**src/rtl/esc_speed_ramp.sv**
```systemverilog
// Per-motor speed sequencer: arm/disarm state machine plus a per-frame slew limiter.
// SPEED changes only on frame boundaries so it lines up with the downstream PWM frame.
module esc_speed_ramp #(
    parameter int FRAME_W    = 21,
    parameter int STEP       = 16,
    parameter int ARM_FRAMES = 50
) (
    input  logic        clk,
    input  logic        rst,
    input  logic [10:0] target,
    input  logic        arm,
    input  logic        kill,
    output logic [10:0] SPEED,
    output logic        armed,
    output logic        frame_tick
);

    localparam logic [1:0] ST_DISARMED = 2'd0;
    localparam logic [1:0] ST_ARMING   = 2'd1;
    localparam logic [1:0] ST_RUN      = 2'd2;

    localparam int              FCNT_W    = (ARM_FRAMES > 1) ? $clog2(ARM_FRAMES) : 1;
    localparam logic [FCNT_W-1:0] FCNT_LAST = FCNT_W'(ARM_FRAMES - 1);
    localparam logic [FCNT_W-1:0] FCNT_ONE  = FCNT_W'(1);
    localparam logic [FCNT_W-1:0] FCNT_ZERO = '0;
    localparam logic [11:0]     STEP_12   = 12'(STEP);
    localparam logic [10:0]     SPEED_ZERO = 11'd0;

    // Slew step computed in 12-bit math; the result never overshoots the target.
    function automatic logic [10:0] slew_next(input logic [10:0] cur, input logic [10:0] tgt);
        logic [11:0] cur_12;
        logic [11:0] tgt_12;
        cur_12 = {1'b0, cur};
        tgt_12 = {1'b0, tgt};
        if (tgt_12 > cur_12 + STEP_12) begin
            slew_next = 11'(cur_12 + STEP_12);
        end else if (tgt_12 + STEP_12 < cur_12) begin
            slew_next = 11'(cur_12 - STEP_12);
        end else begin
            slew_next = tgt;
        end
    endfunction

    logic [FRAME_W-1:0] frame_cnt_r;
    logic               arm_q_r;
    logic [1:0]         state_r;
    logic [1:0]         state_nxt_s;
    logic [FCNT_W-1:0]  fcnt_r;
    logic [FCNT_W-1:0]  fcnt_nxt_s;
    logic [10:0]        speed_r;
    logic [10:0]        speed_nxt_s;
    logic               armed_r;
    logic               armed_nxt_s;
    logic               arm_rise_s;
    logic               frame_tick_s;
    logic               drop_s;

    assign frame_tick_s = &frame_cnt_r;
    assign arm_rise_s   = arm & ~arm_q_r;
    assign drop_s       = kill | ~arm;

    assign SPEED      = speed_r;
    assign armed      = armed_r;
    assign frame_tick = frame_tick_s;

    // Free-running frame counter shared with the PWM stage's frame period.
    always_ff @(posedge clk or posedge rst) begin
        if (rst) begin
            frame_cnt_r <= '0;
        end else begin
            frame_cnt_r <= frame_cnt_r + FRAME_W'(1);
        end
    end

    // Arm history for rising-edge detection; a kill still consumes the edge.
    always_ff @(posedge clk or posedge rst) begin
        if (rst) begin
            arm_q_r <= 1'b0;
        end else begin
            arm_q_r <= arm;
        end
    end

    // Next-state logic: kill and arm-low override any frame-boundary action.
    always_comb begin
        state_nxt_s = state_r;
        fcnt_nxt_s  = fcnt_r;
        speed_nxt_s = speed_r;
        case (state_r)
            ST_DISARMED: begin
                speed_nxt_s = SPEED_ZERO;
                fcnt_nxt_s  = FCNT_ZERO;
                if (arm_rise_s && !kill) begin
                    state_nxt_s = ST_ARMING;
                end else begin
                    state_nxt_s = ST_DISARMED;
                end
            end
            ST_ARMING: begin
                speed_nxt_s = SPEED_ZERO;
                if (drop_s) begin
                    state_nxt_s = ST_DISARMED;
                    fcnt_nxt_s  = FCNT_ZERO;
                end else if (frame_tick_s) begin
                    if (fcnt_r == FCNT_LAST) begin
                        state_nxt_s = ST_RUN;
                        fcnt_nxt_s  = FCNT_ZERO;
                    end else begin
                        state_nxt_s = ST_ARMING;
                        fcnt_nxt_s  = fcnt_r + FCNT_ONE;
                    end
                end else begin
                    state_nxt_s = ST_ARMING;
                    fcnt_nxt_s  = fcnt_r;
                end
            end
            ST_RUN: begin
                fcnt_nxt_s = FCNT_ZERO;
                if (drop_s) begin
                    state_nxt_s = ST_DISARMED;
                    speed_nxt_s = SPEED_ZERO;
                end else if (frame_tick_s) begin
                    state_nxt_s = ST_RUN;
                    speed_nxt_s = slew_next(speed_r, target);
                end else begin
                    state_nxt_s = ST_RUN;
                    speed_nxt_s = speed_r;
                end
            end
            default: begin
                state_nxt_s = ST_DISARMED;
                fcnt_nxt_s  = FCNT_ZERO;
                speed_nxt_s = SPEED_ZERO;
            end
        endcase
        armed_nxt_s = (state_nxt_s == ST_RUN);
    end

    // State, arming frame count and registered outputs.
    always_ff @(posedge clk or posedge rst) begin
        if (rst) begin
            state_r <= ST_DISARMED;
            fcnt_r  <= FCNT_ZERO;
            speed_r <= SPEED_ZERO;
            armed_r <= 1'b0;
        end else begin
            state_r <= state_nxt_s;
            fcnt_r  <= fcnt_nxt_s;
            speed_r <= speed_nxt_s;
            armed_r <= armed_nxt_s;
        end
    end

endmodule

```
**config.mk**
```make
export PLATFORM = sky130hd
export DESIGN_NAME = esc_speed_ramp
export DESIGN_NICKNAME = d
export VERILOG_FILES = /design/src/rtl/esc_speed_ramp.sv
export SDC_FILE = /design/constraint.sdc
export NUM_CORES = 1
export LEC_CHECK = 0
export ABC_CLOCK_PERIOD_IN_PS = 6600
export BUFFER_PORTS_ARGS = -buffer_cell sky130_fd_sc_hd__buf_2
export CAP_MARGIN = 20
export CORE_MARGIN = 2
export CORE_UTILIZATION = 40
export DETAILED_ROUTE_END_ITERATION = 7
export PLACE_DENSITY_LB_ADDON = 0.3
export SLEW_MARGIN = 20
export SYNTH_ARGS = -nofsm -noshare
export SYNTH_HDL_FRONTEND = slang
export SYNTH_SLANG_ARGS = --single-unit
```
**constraint.sdc**
```tcl
create_clock -name clk -period 6.6 [get_ports clk]
set_clock_uncertainty 0.15 [all_clocks]
set_input_delay 0.33 -clock clk [delete_from_list [all_inputs] [get_ports clk]]
set_output_delay 0.33 -clock clk [all_outputs]
set_load 0.05 [all_outputs]
```
---- Word-level counts from Yosys, hierarchy flattened ----
Cells that the tools add are included.
operators by class
  add/subtract/negate cells ............... 5
  $lt $le $gt $ge ......................... 2
  equal/unequal tests ..................... 6
  multiplexer cells ....................... 15
  bitwise gates (word level) .............. 4
  reduce and logical (&&, ||, !) cells .... 4
operator list
  operator               count
  $mux 11                5
  $add 11x5->12 const B  2
  $mux 6                 4
  $add 21x1->21 const B  1
  $reduce_and 21->1      1
  $gt 11x12->1           1
  $lt 12x11->1           1
  $sub 11x5->11 const B  1
  $mux 2                 4
  $add 6x1->6 const B    1
  $eq 6x6->1 const B     1
  $ne 3x3->1 const B     2
  $pmux 2 s3             1
  $eq 2x2->1 const B     2
  $eq 2x1->1 const B     1
  $logic_not 2->1        1
  $not 1->1              2
  $and 1x1->1            1
  $logic_and 1x1->1      1
  $logic_not 1->1        1
  $mux 1                 1
  $or 1x1->1             1
word-level totals
  register bits after elaboration ......... 42
  input port bits ......................... 15
  output and inout port bits .............. 13

---- Longest topological paths before layout ----
  depth in word-level cells ............... 7
  depth in mapped cells ................... 13
  depth with buffers taken out ............ 12

---- Least setup slack after synthesis ----
Ideal clock, no wire load.
  path type ............................... register to register
  start point ............................. reg speed_r[4], in the netlist SPEED[4]
  end point ............................... reg speed_r[10], in the netlist SPEED[10]
  library setup time ...................... 0.087 ns
  arrival time ............................ 2.991 ns
  required time ........................... 6.363 ns
  setup slack ............................. 3.371 ns
  stages on the path, launching flop included .. 14
  buffers on the path ..................... 1
  period minus slack after synthesis ...... 3.229 ns
  path through ............................ dfrtp_1 -> ha_1 -> nand3_1 -> nor3_1 -> xnor2_1 -> ha_1 -> nand3_1 -> or3_1 -> nand3_1 -> o21ai_1 -> buf_2 -> o21ai_0 -> a21oi_2 -> a211oi_2
between the ends
  cells in the longest elaborated chain, start to end .. 6
  elaborated cells between the ends (all ways) .. 9
  classes of those cells .................. 2 x add/sub; 2 x order compare; 5 x mux
ends and longest elaborated chain
  what                                     line    RTL
  start: declaration                       50      logic [10:0] speed_r;
  start signal: assignment                 149     speed_r <= speed_nxt_s;
  $add 11x5->12 (tied with other cells)    36      slew_next = 11'(cur_12 + STEP_12);
  $gt 11x12->1 or $mux 11 (tied branches)  35, 37
  $mux 11 *                                35      if (tgt_12 > cur_12 + STEP_12) begin
  $mux 11 *                                122     end else if (frame_tick_s) begin
  $mux 11 *                                119     if (drop_s) begin
  $mux 11 *                                89      case (state_r)
Mark *: on every way between the ends. The rest lies on a longest branch, timed or not. The select of a mux whose other input is x is not followed.
A chain may end at the register's enable or synchronous reset.

---- Worst setup path after layout ----
  start point ............................. reg speed_r[4], in the netlist SPEED[4]
  end point ............................... reg speed_r[2], in the netlist SPEED[2]
between the ends
  cells in the longest elaborated chain, start to end .. 6
  elaborated cells between the ends (all ways) .. 8
  classes of those cells .................. 1 x add/sub; 2 x order compare; 5 x mux
ends and longest elaborated chain
  what                                           line
  $add 11x5->12 or $lt 12x11->1 (tied branches)  -
  $gt 11x12->1 or $mux 11 (tied branches)        35, 37
  $mux 11 *                                      35
  $mux 11 *                                      122
  $mux 11 *                                      119
  $mux 11 *                                      89
Marks and branches as above.

==> flow_summary_export.csv <==
group,metric,value,unit
synthesis,async_flop_share,100.0,%
sta,tns,0,ns
layout,nets,359,
synthesis,synth_seq_area_share,37.20,%
critical_path,arrival,3.65,ns
grt,grt_busiest_layer,"met2",
floorplan,core-area,6832,um^2
layout,multi_input_area,1655,um^2
grt,grt_max_degree,43,
critical_path,critPathRequiredTime,6.63,ns
synthesis,avgSynthCellArea,9.675,um^2
synthesis,synthFlopType,"dfrtp_1",
critical_path,worstSetupStartpointType,"flip-flop",
layout,seq_area,1051,um^2
layout,area_growth,10.05,%
synthesis,netlist_area,2825,um^2
floorplan,boundaryPins,28,
grt,use_met3,3.770,%
synthesis,yosysUniqueCellTypes,53,
pwr,cellPowerDensity,148.1,nW/um^2
grt,antenna_found_initial,0,
floorplan,initial_core_util,41.36,%
pwr,max-vdd-ir-drop,0.1277,mV
synthesis,syn-instance-count,292,
layout,drive_gt1_share,16.56,%
synthesis,syn_nets,331,
placed_design,gp_congestion,0.9032,
route,firstDrtPassIters,4,
critical_path,critPathKind,"reg -> reg",
clock_tree,clkTransAtPathRegs,0.08,ns
clock_tree,h-tree-depth,2,
route,drt-vias-per-instance,5.257,
route,routedWlPerCell,13.80,um
floorplan,die_w,88.04,um
clock_tree,insertion_delay,0.29,ns
floorplan,row_count,30,
clock_tree,cts.path.max_buffers,2,
clock_tree,cts.repair.resized,0,
grt,grt_overflow,0,
route,route.detailed.drc,0,
clock_tree,cts_tree,"built",
sta,setup_violations,0,
placed_design,place_inst,409,
job,cap_violations,0,
pwr,p_leak,0.001362,uW
route,final_antenna_net_count,0,
sta,rsz0062_at_grt,"no",
sta,fin_crit_sh,54.88,%
grt,grt_util_all_layers,16.59,%
critical_path,critPathCaptureType,"flip-flop",
synthesis,synth-edff-count,0,
status,violations,"hold timing",
layout,fin_area,3109,um^2
sta,period_needed,3.622,ns
layout,fillers,700,
floorplan,dieHeight,88.04,um
clock_tree,cts_setup_buffers,0,
synthesis,ys_ff_latch,42,
sta,relSlewSlack,37.05,%
clock_tree,cts_made_buffers,5,
sta,fmax,0.2761,GHz
layout,antenna_cells,0,
grt,grt_pass1_wl,10010,um
grt,use_met2,25.14,%
sta,slew_violations,0,
placed_design,dpl_cell_area,3033,um^2
placed_design,io_buffers,27,
pwr,fin_total_pwr,460.5,uW
min_path,hp-class,"in -> async",
grt,grt.met1_usage,23.57,%
placed_design,hpwl,4364,um
route,drt_iter0_markers,121,
synthesis,ys_warn_count,0,
critical_path,worst-path-max-fanout,14,
layout,fin_cells,416,
route,wirelength,5740,um
clock_tree,hold_buffers,0,
floorplan,dieArea,7751,um^2
sta,hold_ws,-0.002291,ns
grt,grt_pass1_vias,2115,
clock_tree,cts_sinks,42,
status,run_status,"finished with violations",
sta,timing.final.hold_violations,5,
clock_tree,cts-root-buf,"clkbuf_8",
route,vias,2187,
layout,finish.utilization,45.51,%
sta,max_slew.worst_pin.slew,0.9380,ns
cell usage after synthesis, types with 6 or more instances:
cell type / number / area [um^2]
nand3_1: 25 / 125.1
xnor2_1: 25 / 219.0
nor3_1: 7 / 35.03
or3_1: 6 / 37.54
o21ai_1: 7 / 35.03
nand2_1: 20 / 75.07
ha_1: 24 / 300.3
inv_1: 15 / 56.30
nand4_1: 12 / 75.07
a21oi_1: 12 / 60.06
nor2_1: 15 / 56.30
dfrtp_1: 42 / 1051
xor2_1: 10 / 87.58
worst paths after layout:
path,cells past startpoint,from,to,slack [ns]
setup / recovery,12,SPEED[4]$_DFFE_PP0P_,SPEED[2]$_DFFE_PP0P_,2.98
hold / removal,3,rst,fcnt_r[4]$_DFFE_PP0P_,-0.002
setup reg to reg,12,SPEED[4]$_DFFE_PP0P_,SPEED[2]$_DFFE_PP0P_,2.98
hold reg to reg,1,frame_cnt_r[20]$_DFF_PP0_,frame_cnt_r[20]$_DFF_PP0_,0.31
max in group asynchronous,3,rst,frame_cnt_r[18]$_DFF_PP0_,5.95
min in group clk,1,arm,arm_q_r$_DFF_PP0_,0.03
routing by layer:
| metal | vias up | routed length (um) |
|---|---|---|
| li1 | 1112 | - |
| met1 | 1020 | 2845 |
| met2 | 49 | 2612 |
| met3 | 6 | 232 |
| met4 | 0 | 50 |
| met5 | - | 0 |
through the flow:
stage / hold slack (ns) / setup WS [ns]
2_1_floorplan: 0.2114 / 3.371
3_3_place_gp: 0.2974 / 3.168
3_5_place_dp: 0.2988 / 3.006
4_1_cts: 0.01675 / 2.992
5_1_grt: 0.01043 / 2.640
6_report: -0.002291 / 2.978
critical path, stage by stage (launching register included):
cell	delay, ns
dfrtp_1	0.49
ha_1	0.30
nand3_1	0.19
nor3_1	0.22
xnor2_1	0.17
ha_1	0.29
nand3_1	0.13
or3_1	0.13
nand3_1	0.09
o21ai_1	0.74
and2_1	0.27
a21oi_2	0.09
a22o_1	0.26
cell families (layout without fill, tap and decap cells):
logic type / Yosys count / after routing / synth area share [%]
compound gates: 51 / 51 / 12.36
xor+xnor: 35 / 35 / 10.85
fa+ha+maj: 24 / 24 / 10.63
buf+inv: 24 / 52 / 4.207
flops: 42 / 42 / 37.20
mux: 2 / 2 / 0.9298
simple gates: 114 / 114 / 23.83
registers in the layout, summed over array words and instances (netlist names):
signal	flops
state_r	2
armed	1
arm_q_r	1
frame_cnt_r	21
fcnt_r	6
SPEED	11
layout make-up:
cell class | count | share of cell area [%]
Clock buffer | 7 | 2.455
Inverter | 17 | 2.052
Multi-Input combinational cell | 226 | 53.24
Sequential cell | 42 | 33.80
Tap cell | 96 | 3.863
Timing Repair Buffer | 28 | 4.588
layout by cell type, fill, tap and decap left out, drive strengths merged, types with 6 or more instances in the layout:
cell type	n
nand3	26
o21ai	11
dfrtp	42
nand4	13
a211oi	6
inv	16
ha	24
buf	28
xnor2	25
or3	6
nor2	15
a21oi	14
nand2	20
clkbuf	7
xor2	10
nor3	10
where the power goes:
| part | leakage, uW | switching (uW) | internal, uW |
|---|---|---|---|
| clock network | 0.0000383 | 82.7 | 72.9 |
| logic | 0.000754 | 27.8 | 19.0 |
| registers | 0.000570 | 0.382 | 258 |
Power figures use the tool's default switching activity.
